[src/rtl/uart_tx_sched.sv]
// uart_tx_sched: round-robin scheduler sharing one uart_tx between NUM_REQ
// byte requesters, with per-requester ack/done pulses and a tx_busy timeout.
module uart_tx_sched #(
   parameter int NUM_REQ      = 4,
   parameter int DATA_W       = 8,
   parameter int BUSY_TIMEOUT = 16
) (
   input  logic                       clk,
   input  logic                       rst,
   input  logic [NUM_REQ-1:0]         req,
   input  logic [NUM_REQ*DATA_W-1:0]  req_data,
   output logic [NUM_REQ-1:0]         ack,
   output logic [NUM_REQ-1:0]         done,
   output logic                       tx_start,
   output logic [DATA_W-1:0]          tx_data,
   input  logic                       tx_busy,
   output logic                       active,
   output logic [$clog2(NUM_REQ)-1:0] cur_id,
   output logic                       timeout_err
);

   localparam int ID_W  = $clog2(NUM_REQ);
   localparam int CTR_W = $clog2(BUSY_TIMEOUT + 1);

   typedef enum logic [1:0] {
      S_IDLE      = 2'd0,
      S_LAUNCH    = 2'd1,
      S_WAIT_BUSY = 2'd2,
      S_WAIT_DONE = 2'd3
   } state_t;

   state_t              state_r;
   state_t              state_nxt_s;
   logic [ID_W-1:0]     last_grant_r;
   logic [ID_W-1:0]     last_grant_nxt_s;
   logic [CTR_W-1:0]    ctr_r;
   logic [CTR_W-1:0]    ctr_nxt_s;
   logic [CTR_W-1:0]    ctr_inc_s;
   logic [ID_W-1:0]     winner_s;
   logic                grant_s;
   logic                timeout_hit_s;
   logic                frame_end_s;
   logic [NUM_REQ-1:0]  ack_nxt_s;
   logic [NUM_REQ-1:0]  done_nxt_s;
   logic                tx_start_nxt_s;
   logic [DATA_W-1:0]   tx_data_nxt_s;
   logic                active_nxt_s;
   logic [ID_W-1:0]     cur_id_nxt_s;
   logic                timeout_nxt_s;

   // First set request after the last served requester, wrapping around.
   function automatic logic [ID_W-1:0] rr_pick(input logic [NUM_REQ-1:0] r,
                                                input logic [ID_W-1:0]    last);
      logic [ID_W-1:0] pick;
      int              idx;
      pick = last;
      for (int k = NUM_REQ; k >= 1; k--) begin
         idx  = (int'(last) + k) % NUM_REQ;
         pick = r[idx] ? ID_W'(idx) : pick;
      end
      return pick;
   endfunction

   // Arbitration and frame-event decode shared by the FSM processes.
   always_comb begin
      winner_s      = rr_pick(req, last_grant_r);
      grant_s       = (state_r == S_IDLE) && (|req) && !tx_busy;
      ctr_inc_s     = ctr_r + CTR_W'(1);
      timeout_hit_s = (state_r == S_WAIT_BUSY) && !tx_busy &&
                      (ctr_inc_s == CTR_W'(BUSY_TIMEOUT - 1));
      frame_end_s   = (state_r == S_WAIT_DONE) && !tx_busy;
   end

   // FSM state register.
   always_ff @(posedge clk or posedge rst) begin
      if (rst) begin
         state_r <= S_IDLE;
      end else begin
         state_r <= state_nxt_s;
      end
   end

   // FSM next-state logic.
   always_comb begin
      state_nxt_s = state_r;
      case (state_r)
         S_IDLE: begin
            if (grant_s) state_nxt_s = S_LAUNCH;
            else         state_nxt_s = S_IDLE;
         end
         S_LAUNCH: state_nxt_s = S_WAIT_BUSY;
         S_WAIT_BUSY: begin
            if (tx_busy)            state_nxt_s = S_WAIT_DONE;
            else if (timeout_hit_s) state_nxt_s = S_IDLE;
            else                    state_nxt_s = S_WAIT_BUSY;
         end
         S_WAIT_DONE: begin
            if (frame_end_s) state_nxt_s = S_IDLE;
            else             state_nxt_s = S_WAIT_DONE;
         end
         default: state_nxt_s = S_IDLE;
      endcase
   end

   // FSM output logic: next values of the registered outputs and datapath.
   always_comb begin
      ack_nxt_s        = '0;
      done_nxt_s       = '0;
      tx_start_nxt_s   = 1'b0;
      timeout_nxt_s    = 1'b0;
      tx_data_nxt_s    = tx_data;
      cur_id_nxt_s     = cur_id;
      last_grant_nxt_s = last_grant_r;
      ctr_nxt_s        = ctr_r;
      case (state_r)
         S_IDLE: begin
            if (grant_s) begin
               tx_data_nxt_s  = req_data[int'(winner_s)*DATA_W +: DATA_W];
               cur_id_nxt_s   = winner_s;
               ack_nxt_s      = {{(NUM_REQ-1){1'b0}}, 1'b1} << winner_s;
               tx_start_nxt_s = 1'b1;
            end else begin
               tx_start_nxt_s = 1'b0;
            end
         end
         S_LAUNCH: ctr_nxt_s = '0;
         S_WAIT_BUSY: begin
            if (tx_busy) begin
               ctr_nxt_s = ctr_r;
            end else if (timeout_hit_s) begin
               timeout_nxt_s    = 1'b1;
               last_grant_nxt_s = cur_id;
               ctr_nxt_s        = ctr_inc_s;
            end else begin
               ctr_nxt_s = ctr_inc_s;
            end
         end
         S_WAIT_DONE: begin
            if (frame_end_s) begin
               done_nxt_s       = {{(NUM_REQ-1){1'b0}}, 1'b1} << cur_id;
               last_grant_nxt_s = cur_id;
            end else begin
               done_nxt_s = '0;
            end
         end
         default: ctr_nxt_s = '0;
      endcase
      active_nxt_s = (state_nxt_s != S_IDLE);
   end

   // Output and datapath registers; a reset makes requester 0 win first.
   always_ff @(posedge clk or posedge rst) begin
      if (rst) begin
         ack          <= '0;
         done         <= '0;
         tx_start     <= 1'b0;
         tx_data      <= '0;
         active       <= 1'b0;
         cur_id       <= '0;
         timeout_err  <= 1'b0;
         last_grant_r <= ID_W'(NUM_REQ - 1);
         ctr_r        <= '0;
      end else begin
         ack          <= ack_nxt_s;
         done         <= done_nxt_s;
         tx_start     <= tx_start_nxt_s;
         tx_data      <= tx_data_nxt_s;
         active       <= active_nxt_s;
         cur_id       <= cur_id_nxt_s;
         timeout_err  <= timeout_nxt_s;
         last_grant_r <= last_grant_nxt_s;
         ctr_r        <= ctr_nxt_s;
      end
   end

endmodule

[config.mk]
export PLATFORM = sky130hd
export DESIGN_NAME = uart_tx_sched
export DESIGN_NICKNAME = d
export VERILOG_FILES = /design/src/rtl/uart_tx_sched.sv
export SDC_FILE = /design/constraint.sdc
export NUM_CORES = 1
export LEC_CHECK = 0
export ABC_AREA = 1
export BUFFER_PORTS_ARGS = -buffer_cell sky130_fd_sc_hd__buf_4
export CAP_MARGIN = 20
export CORE_UTILIZATION = 40
export DETAILED_ROUTE_END_ITERATION = 10
export PLACE_DENSITY = 0.62
export SYNTH_ARGS = -nofsm -noshare
export SYNTH_HDL_FRONTEND = slang
export SYNTH_SLANG_ARGS = --single-unit
[constraint.sdc]
create_clock -name clk -period 2.6 [get_ports clk]
set_input_delay 0.52 -clock clk [delete_from_list [all_inputs] [get_ports clk]]
set_output_delay 0.52 -clock clk [all_outputs]
set_load 0.02 [all_outputs]
# Yosys cells after proc, flatten, opt, wreduce, memory -nomap -nowiden
# Cells that the tools add are included.
[op_classes]
mux = 36
n_shift = 3
n_reduce_logical = 18
order_cmp = 4
bitwise = 4
addsub = 5
n_eq_ne = 7
[op_table]
columns = ["cell", "count"]
rows = [
  ["indexed part select 32 x 6 -> 8 bit", 1],
  ["2-to-1 mux 2 bit", 10],
  ["< comparator 3 x 4 -> 1 bit, second input constant", 4],
  ["2-to-1 mux 4 bit", 4],
  ["2-to-1 mux 1 bit", 14],
  ["case mux 5 bit (2 select lines)", 1],
  ["binary-select mux 1 bit (select 2 bit)", 4],
  ["case mux 2 bit (4 select lines)", 1],
  ["OR reduction 2 bit", 4],
  ["<< shifter 1 x 2 -> 4 bit, first input constant", 2],
  ["!= test 2 bit, second input constant", 3],
  ["nonzero test 2 bit", 3],
  ["adder 5 x 1 -> 5 bit, second input constant", 1],
  ["equality test 5 x 4 -> 1 bit, second input constant", 1],
  ["logical AND 1 bit", 5],
  ["2-to-1 mux 5 bit", 1],
  ["adder 2 x 1 -> 2 bit, second input constant", 2],
  ["adder 2 bit, second input constant", 2],
  ["AND 1 bit, first input constant", 4],
  ["equality test 2 bit, second input constant", 2],
  ["case mux 2 bit (2 select lines)", 1],
  ["AND reduction 2 bit", 2],
  ["AND reduction 4 bit", 1],
  ["OR reduction 4 bit", 1],
  ["other kinds (3)", 3],
]
[word_totals]
wordCells = 87
reg_bits = 30

# Logic depth before layout (Yosys ltp)
# Gate-level depths: netlist of the first run.
[depth]
ltp_word = 13
mapped_depth = 18
mapped_depth_nobuf = 16

# Least setup slack after synthesis of the first run
# Ideal clock, no wire load.
[synth_timing]
path_type = "register to register"
from = "register last_grant_r[0]"
to = "register tx_data[0]"
setup_ps = 118
stages_incl_launch_ff = 16
path_slack_ps = 832
n_path_buf = 2
t_arrival_ps = 1650
required_ps = 2482
path_cell_list = "dfstp_2 > buf_6 > inv_8 > nand2_4 > nand2_4 > nand2_4 > nand2_2 > inv_4 > nand2_4 > o21ai_4 > inv_2 > buf_6 > nand2_1 > nand2_1 > nand2_1 > nand2_1"
[synth_between]
elab_chain_cells = 9
[synth_lines]
columns = ["item", "line_no", "rtl"]
rows = [
  ["from (decl)", "34", "logic [ID_W-1:0] last_grant_r;"],
  ["from (signal assigned)", "161", "last_grant_r <= ID_W'(NUM_REQ - 1);"],
  ["from (signal assigned)", "171", "last_grant_r <= last_grant_nxt_s;"],
  ["adder 2 x 1 -> 2 bit", "58", "idx = (int'(last) + k) % NUM_REQ;"],
  ["binary-select mux 1 bit (select 2 bit)", "59", "pick = r[idx] ? ID_W'(idx) : pick;"],
  ["2-to-1 mux 1 bit (not written as such) (2 in a row)", "59", ""],
  ["2-to-1 mux 2 bit (3 in a row)", "59", ""],
  ["2-to-1 mux 2 bit (*)", "59", ""],
  ["indexed part select 32 x 6 -> 8 bit (*)", "118", "tx_data_nxt_s = req_data[int'(winner_s)*DATA_W +: DATA_W];"],
  ["to (signal assigned)", "167", "tx_data <= tx_data_nxt_s;"],
  ["to (decl)", "15", "output logic [DATA_W-1:0] tx_data,"],
]
# Mark *: on every way between the ends. The rest lies on a longest branch, timed or not. The select of a mux whose other input is x is not followed.
# A chain may end at the register's enable or synchronous reset.

# Worst setup path after layout of the first run
[layout_timing]
from = "register last_grant_r[0]"
to = "register tx_data[3]"
# Same word-level chain as after synthesis.

==> reports/results.txt, run 1 <==
Max VDD drop: 545.6 uV
leak pwr: 1.314 nW
clock group share of total power: 11.9%
Seq pwr share: 26.6%
Worst EP required: 2.81 ns
CP arrival: 2.34 ns
max cap viols: 0
placement row count: 23
die footprint: 4699 sq um
CTS Buf Count: 5
final WL: 4176 um
synthesized area: 1772 sq um
Hold WS: 0.2921 ns
Syn-to-layout area delta: 30.23%
Post-Syn Nets: 273
via count: 1637
io pins: 60
Placer Congestion: 0.8635
internal power: 1.433 mW
met2 Usage GRT: 30.88%
most used cell, CP: nand2_1
worst-margin pin slew: 0.5559 ns
CP Cell Sequence: inv_8, nand2_2, nand3_2, nand2_1, inv_1, nand2_2, nand3_4, nand2_2, nand2_1, nand2_1, nand2_1, nand2_1, nand2_1, nand2_1
# diodes: 0
Vias/cell: 4.759
largest net degree at the start of global routing: 21
Setup CP Type: flip-flop to flip-flop
GRT Residual Overflow: 0
Reg clk slew, reported paths: 0.07 ns
clock latency at the later pin of the worst-skew pair: 0.28 ns
design area: 2307 sq um
first-pass iteration count of the detailed router: 4
vias in the first global route: 1500
Cells after Synth: 232
cts repair resizes: 0
final hold vios: 0
DR DRC count: 0
initial core utilization: 43.05%
fin crit period: 2.124 ns
worst min path class: input port to async pin
M3 GR Usage: 5.592%
Final TNS setup: 0 ns
Chip Width: 68.55 um
slowest stage delay, CP: 0.66 ns
Yosys warnings: 0
Final nets: 335
GR peak layer: met2
Yosys cell types: 30
post-DR wirelength/cell: 12.14 um
Layout Skew: 0.01033 ns
Seq/Total Area, Yosys: 42.51%
Sink Count: 30
initial detailed-routing violation count: 99
syn avg cell area: 7.637 sq um
max_slew headroom: 62.90%
crit-path leading delay family: simple AND/OR/NAND/NOR gates
# port buffers: 59
final core occ: 56.07%
Worst path slowest cell: dfstp_2
Root Driver: clkbuf_8
H-Tree Depth: 2
post-route ant nets: 0
clock buffer depth: 2
Bufs and invs on worst path: 2
maximum net fanout on the critical path: 20
Die Ht: 68.55 um
CORE AREA: 4115 sq um
filler instances: 414
TritonCTS clock tree: yes
Max Slew Vio Count: 0
Global Route Usage Sum: 19.45%
Synth Register Bits: 30
Psw: 1.453 mW
CP endpoint kind: flip-flop
Max Fclk: 470.9 MHz
wire length of the first global-routing pass: 6617 um
Post-CTS Setup Bufs: 0
Hold-fix buffers, CTS: 0
Final setup viols: 0
placed instance area: 2231 sq um
initial antenna violation count: 0
layout cells sized above 1: 31.63%
period utilization: 81.68%
Switching Share: 50.33%
outcome: complete, no violations
RSZ-0062 raised after global routing: no
post-detail-place hpwl: 3105 um
M1 GR Usage: 26.22%
Worst setup SP type: flip-flop
power share of the combinational group: 61.5%
Pwr per Cell Area: 1251 nW/um^2
total power: 2.886 mW
[worst register-to-register path: cells and delay by family (launching register included)]
| kind | cells | cell delay, ns |
|---|---|---|
| simple gates | 12 | 1.27 |
| flops | 1 | 0.66 |
| buf+inv | 2 | 0.13 |
[Yosys cell counts (all sizes together)]
cell | number | area [sq um]
nor3 | 6 | 40.04
nor2 | 4 | 15.01
nand3 | 28 | 157.7
nand2 | 119 | 504.2
a31o | 1 | 8.760
dfrtp | 28 | 700.7
clkinv | 1 | 3.750
o21ai | 8 | 51.30
and2 | 1 | 6.260
buf | 7 | 68.81
inv | 16 | 70.07
dfstp | 2 | 52.55
nor4 | 2 | 18.77
nand4 | 2 | 12.51
a21oi | 2 | 10.01
ha | 2 | 25.02
xor2 | 3 | 26.28
[cell families after synthesis]
kind of cell | synth area share (%)
AO/OA/AOI/OAI | 3.955
flip-flops | 42.51
adder cells (fa/ha/maj) | 1.412
buffers and inverters | 8.050
XOR/XNOR | 1.483
AND/OR/NAND/NOR | 42.58
[registers in the layout (all words and copies together) (netlist names)]
| signal | flops |
|---|---|
| active | 1 |
| tx_start | 1 |
| cur_id | 2 |
| tx_data | 8 |
| timeout_err | 1 |
| ack | 4 |
| done | 4 |
| last_grant_r | 2 |
| state_r | 2 |
| ctr_r | 5 |
[layout make-up]
class	instances	area [sq um]	area share [%]
clock buffers	7	76.32	3.308
repair buffers	62	465.4	20.17
flip-flops and latches	30	753.2	32.65
inverters	17	73.82	3.200
well taps	50	62.56	2.712
multi-input cells	178	875.8	37.96
[metrics by stage]
step	worst slack, ns	instances
2_1_floorplan	0.8323	232
3_3_place_gp	0.4997	337
3_5_place_dp	0.4680	337
4_1_cts	0.4578	344
5_1_grt	0.2111	344
6_report	0.4763	344
[final timing paths]
kind | start | endpoint | slack (ns) | depth (start not counted)
max in group asynchronous | rst | last_grant_r[0] | 1.67 | 3
worst min-delay path | rst | ctr_r[2] | 0.29 | 2
worst max-delay path | last_grant_r[0] | tx_data[3] | 0.48 | 14
worst max register to register | last_grant_r[0] | tx_data[3] | 0.48 | 14
worst min register to register | tx_data[0] | tx_data[0] | 0.48 | 2
min in group clk | tx_data[0] | tx_data[0] | 0.48 | 2
[power groups by stage]
stage / Clock (mW) / Combinational, mW / Sequential, mW
6_report: 0.345 / 1.77 / 0.768
5_1_grt: 0.380 / 2.04 / 0.794
4_1_cts: 0.357 / 1.78 / 0.770
3_5_place_dp: 0 / 1.77 / 0.777
3_3_place_gp: 0 / 1.78 / 0.777
2_1_floorplan: 0 / 1.38 / 0.860
[placed cells by master, fill, tap and decap left out, types with 4 or more instances in the layout]
cell type	instances
buf_4	62
clkbuf_8	5
dfrtp_1	28
inv_1	12
nand2_1	106
nand2_2	8
nand2_4	5
nand3_1	26
nor2_1	4
nor3_1	4
o21ai_0	6
[layer usage]
metal,vias to the layer above,part of all wire [%]
li1,860,-
met1,735,46
met2,36,49
met3,6,4.2
met4,0,0.96
met5,-,0
Power figures use the tool's default switching activity.
==> inputs of run 2 (changes only) <==
- clock period: 2.6 -> 2.1 ns (I/O delays scaled with it)
==> reports/results.txt, run 2 (synthesized netlist as in run 1, its figures left out) <==
RSZ-0062 raised after global routing: no
Worst EP required: 2.25 ns
via count: 1660
Hold-fix buffers, CTS: 0
CP Cell Sequence: nand2_1, nand2_4, nand2_1, nand2_1, nand2_2, nand2_2, nand2_4, buf_4, nand3_1, nand2_1, nand2_1, nand2_1, nand2_1, nand2_1
Die Ht: 68.55 um
largest registers: tx_data x8, ctr_r x5
die footprint: 4699 sq um
io pins: 60
Bufs and invs on worst path: 1
Global Route Usage Sum: 18.69%
CP arrival: 2.08 ns
vias in the first global route: 1392
Root Driver: clkbuf_8
post-route ant nets: 0
filler instances: 386
period utilization: 91.89%
# diodes: 0
layout cells sized above 1: 32.89%
Worst path slowest cell: dfstp_2
crit-path leading delay family: simple AND/OR/NAND/NOR gates
max_slew headroom: 59.46%
fin crit period: 1.930 ns
slowest stage delay, CP: 0.65 ns
post-DR wirelength/cell: 11.82 um
leak pwr: 1.351 nW
Largest Register: tx_data
worst-margin pin slew: 0.6026 ns
initial core utilization: 43.05%
Max Slew Vio Count: 0
# port buffers: 59
Worst setup SP type: flip-flop
Setup CP Type: flip-flop to flip-flop
Max VDD drop: 760.1 uV
final hold vios: 0
Reg clk slew, reported paths: 0.07 ns
worst min path class: input port to async pin
Max Fclk: 518.2 MHz
wire length of the first global-routing pass: 6486 um
max FFs per register: 8
Sink Count: 30
final WL: 4112 um
max cap viols: 0
post-detail-place hpwl: 3105 um
largest net degree at the start of global routing: 31
clock latency at the later pin of the worst-skew pair: 0.27 ns
Syn-to-layout area delta: 34.53%
GRT Residual Overflow: 0
initial detailed-routing violation count: 54
commonest non-fill, non-tap cell in the layout: nand2_1
clock buffer depth: 2
maximum net fanout on the critical path: 16
Layout Skew: 0.01178 ns
Placer Congestion: 0.7711
commonest non-fill, non-tap cells in the layout: nand2_1, buf_4, dfrtp_1, nand3_1, inv_1
placed insts: 339
CTS Buf Count: 5
Vias/cell: 4.770
most used cell, CP: nand2_1
first-pass iteration count of the detailed router: 4
Final nets: 338
initial antenna violation count: 0
Final setup viols: 0
CORE AREA: 4115 sq um
outcome: complete, no violations
Pwr per Cell Area: 1626 nW/um^2
placed instance area: 2246 sq um
design area: 2384 sq um
Chip Width: 68.55 um
H-Tree Depth: 2
placement row count: 23
TritonCTS clock tree: yes
CP endpoint kind: flip-flop
Finished Layout Cells: 348
DR DRC count: 0
==> run 2: changes by cell type in the layout (fill, tap and decap cells not counted), sizes merged <==
cell / previous run / this run
buf: 62 / 65
bufinv: 0 / 1
==> run 2: worst min-delay path, stage by stage <==
cell,delay (ns)
buf_4,0.11
inv_1,0.04
buf_4,0.33
==> run 2: timing repair <==
action	4_1_cts	5_1_grt
endpoints found under the setup margin	0	10
resized for setup	0	2
hold endpoints to repair	0	0
buffers inserted	0	1
==> run 2: routing by layer <==
| layer | vias up | part of all wire [%] | GRT usage (%) |
|---|---|---|---|
| met2 | 34 | 48 | 29.04 |
| met5 | - | 0 | 0 |
| met4 | 0 | 0.71 | 4.688 |
| met1 | 759 | 46 | 26.59 |
| li1 | 863 | - | - |
| met3 | 4 | 5.0 | 3.618 |
==> run 2: final cells by class <==
class	instances	area, sq um	share of cell area [%]
clock buffer	7	86.33	3.622
inverter	17	73.82	3.097
sequential	30	753.2	31.60
clock inverter	1	30.03	1.260
tap	50	62.56	2.625
timing repair buffer	65	488.0	20.47
multi-input combinational	178	889.6	37.32
==> run 2: power breakdown <==
group | switching, mW | total [mW] | internal, mW
clock network | 0.208 | 0.595 | 0.387
registers | 0.176 | 0.959 | 0.783
logic | 1.47 | 2.32 | 0.848
==> run 2: final timing paths <==
check                                start               to  slack, ns  depth (start not counted)
max                        last_grant_r[0]       tx_data[3]       0.17                         14
min                                    rst         ctr_r[3]       0.21                          3
max reg2reg                last_grant_r[0]       tx_data[3]       0.17                         14
min reg2reg                     tx_data[0]       tx_data[0]       0.48                          2
max in group asynchronous              rst  last_grant_r[0]       1.58                          3
min in group clk                   tx_busy       state_r[0]       0.44                          3
==> run 2: stage by stage <==
step	utilization, %	power [mW]	setup TNS (ns)	setup slack, ns	hold WS [ns]
after floorplan	-	2.779	0	0.3323	0.4974
after global placement	54.58	3.285	0	0.04967	0.4682
after detailed placement	54.58	3.273	-0.01979	-0.01185	0.4677
after CTS	57.40	3.882	0	0.01001	0.2176
after global routing	57.92	4.257	0	0.001510	0.2538
final	57.92	3.877	0	0.1702	0.2099
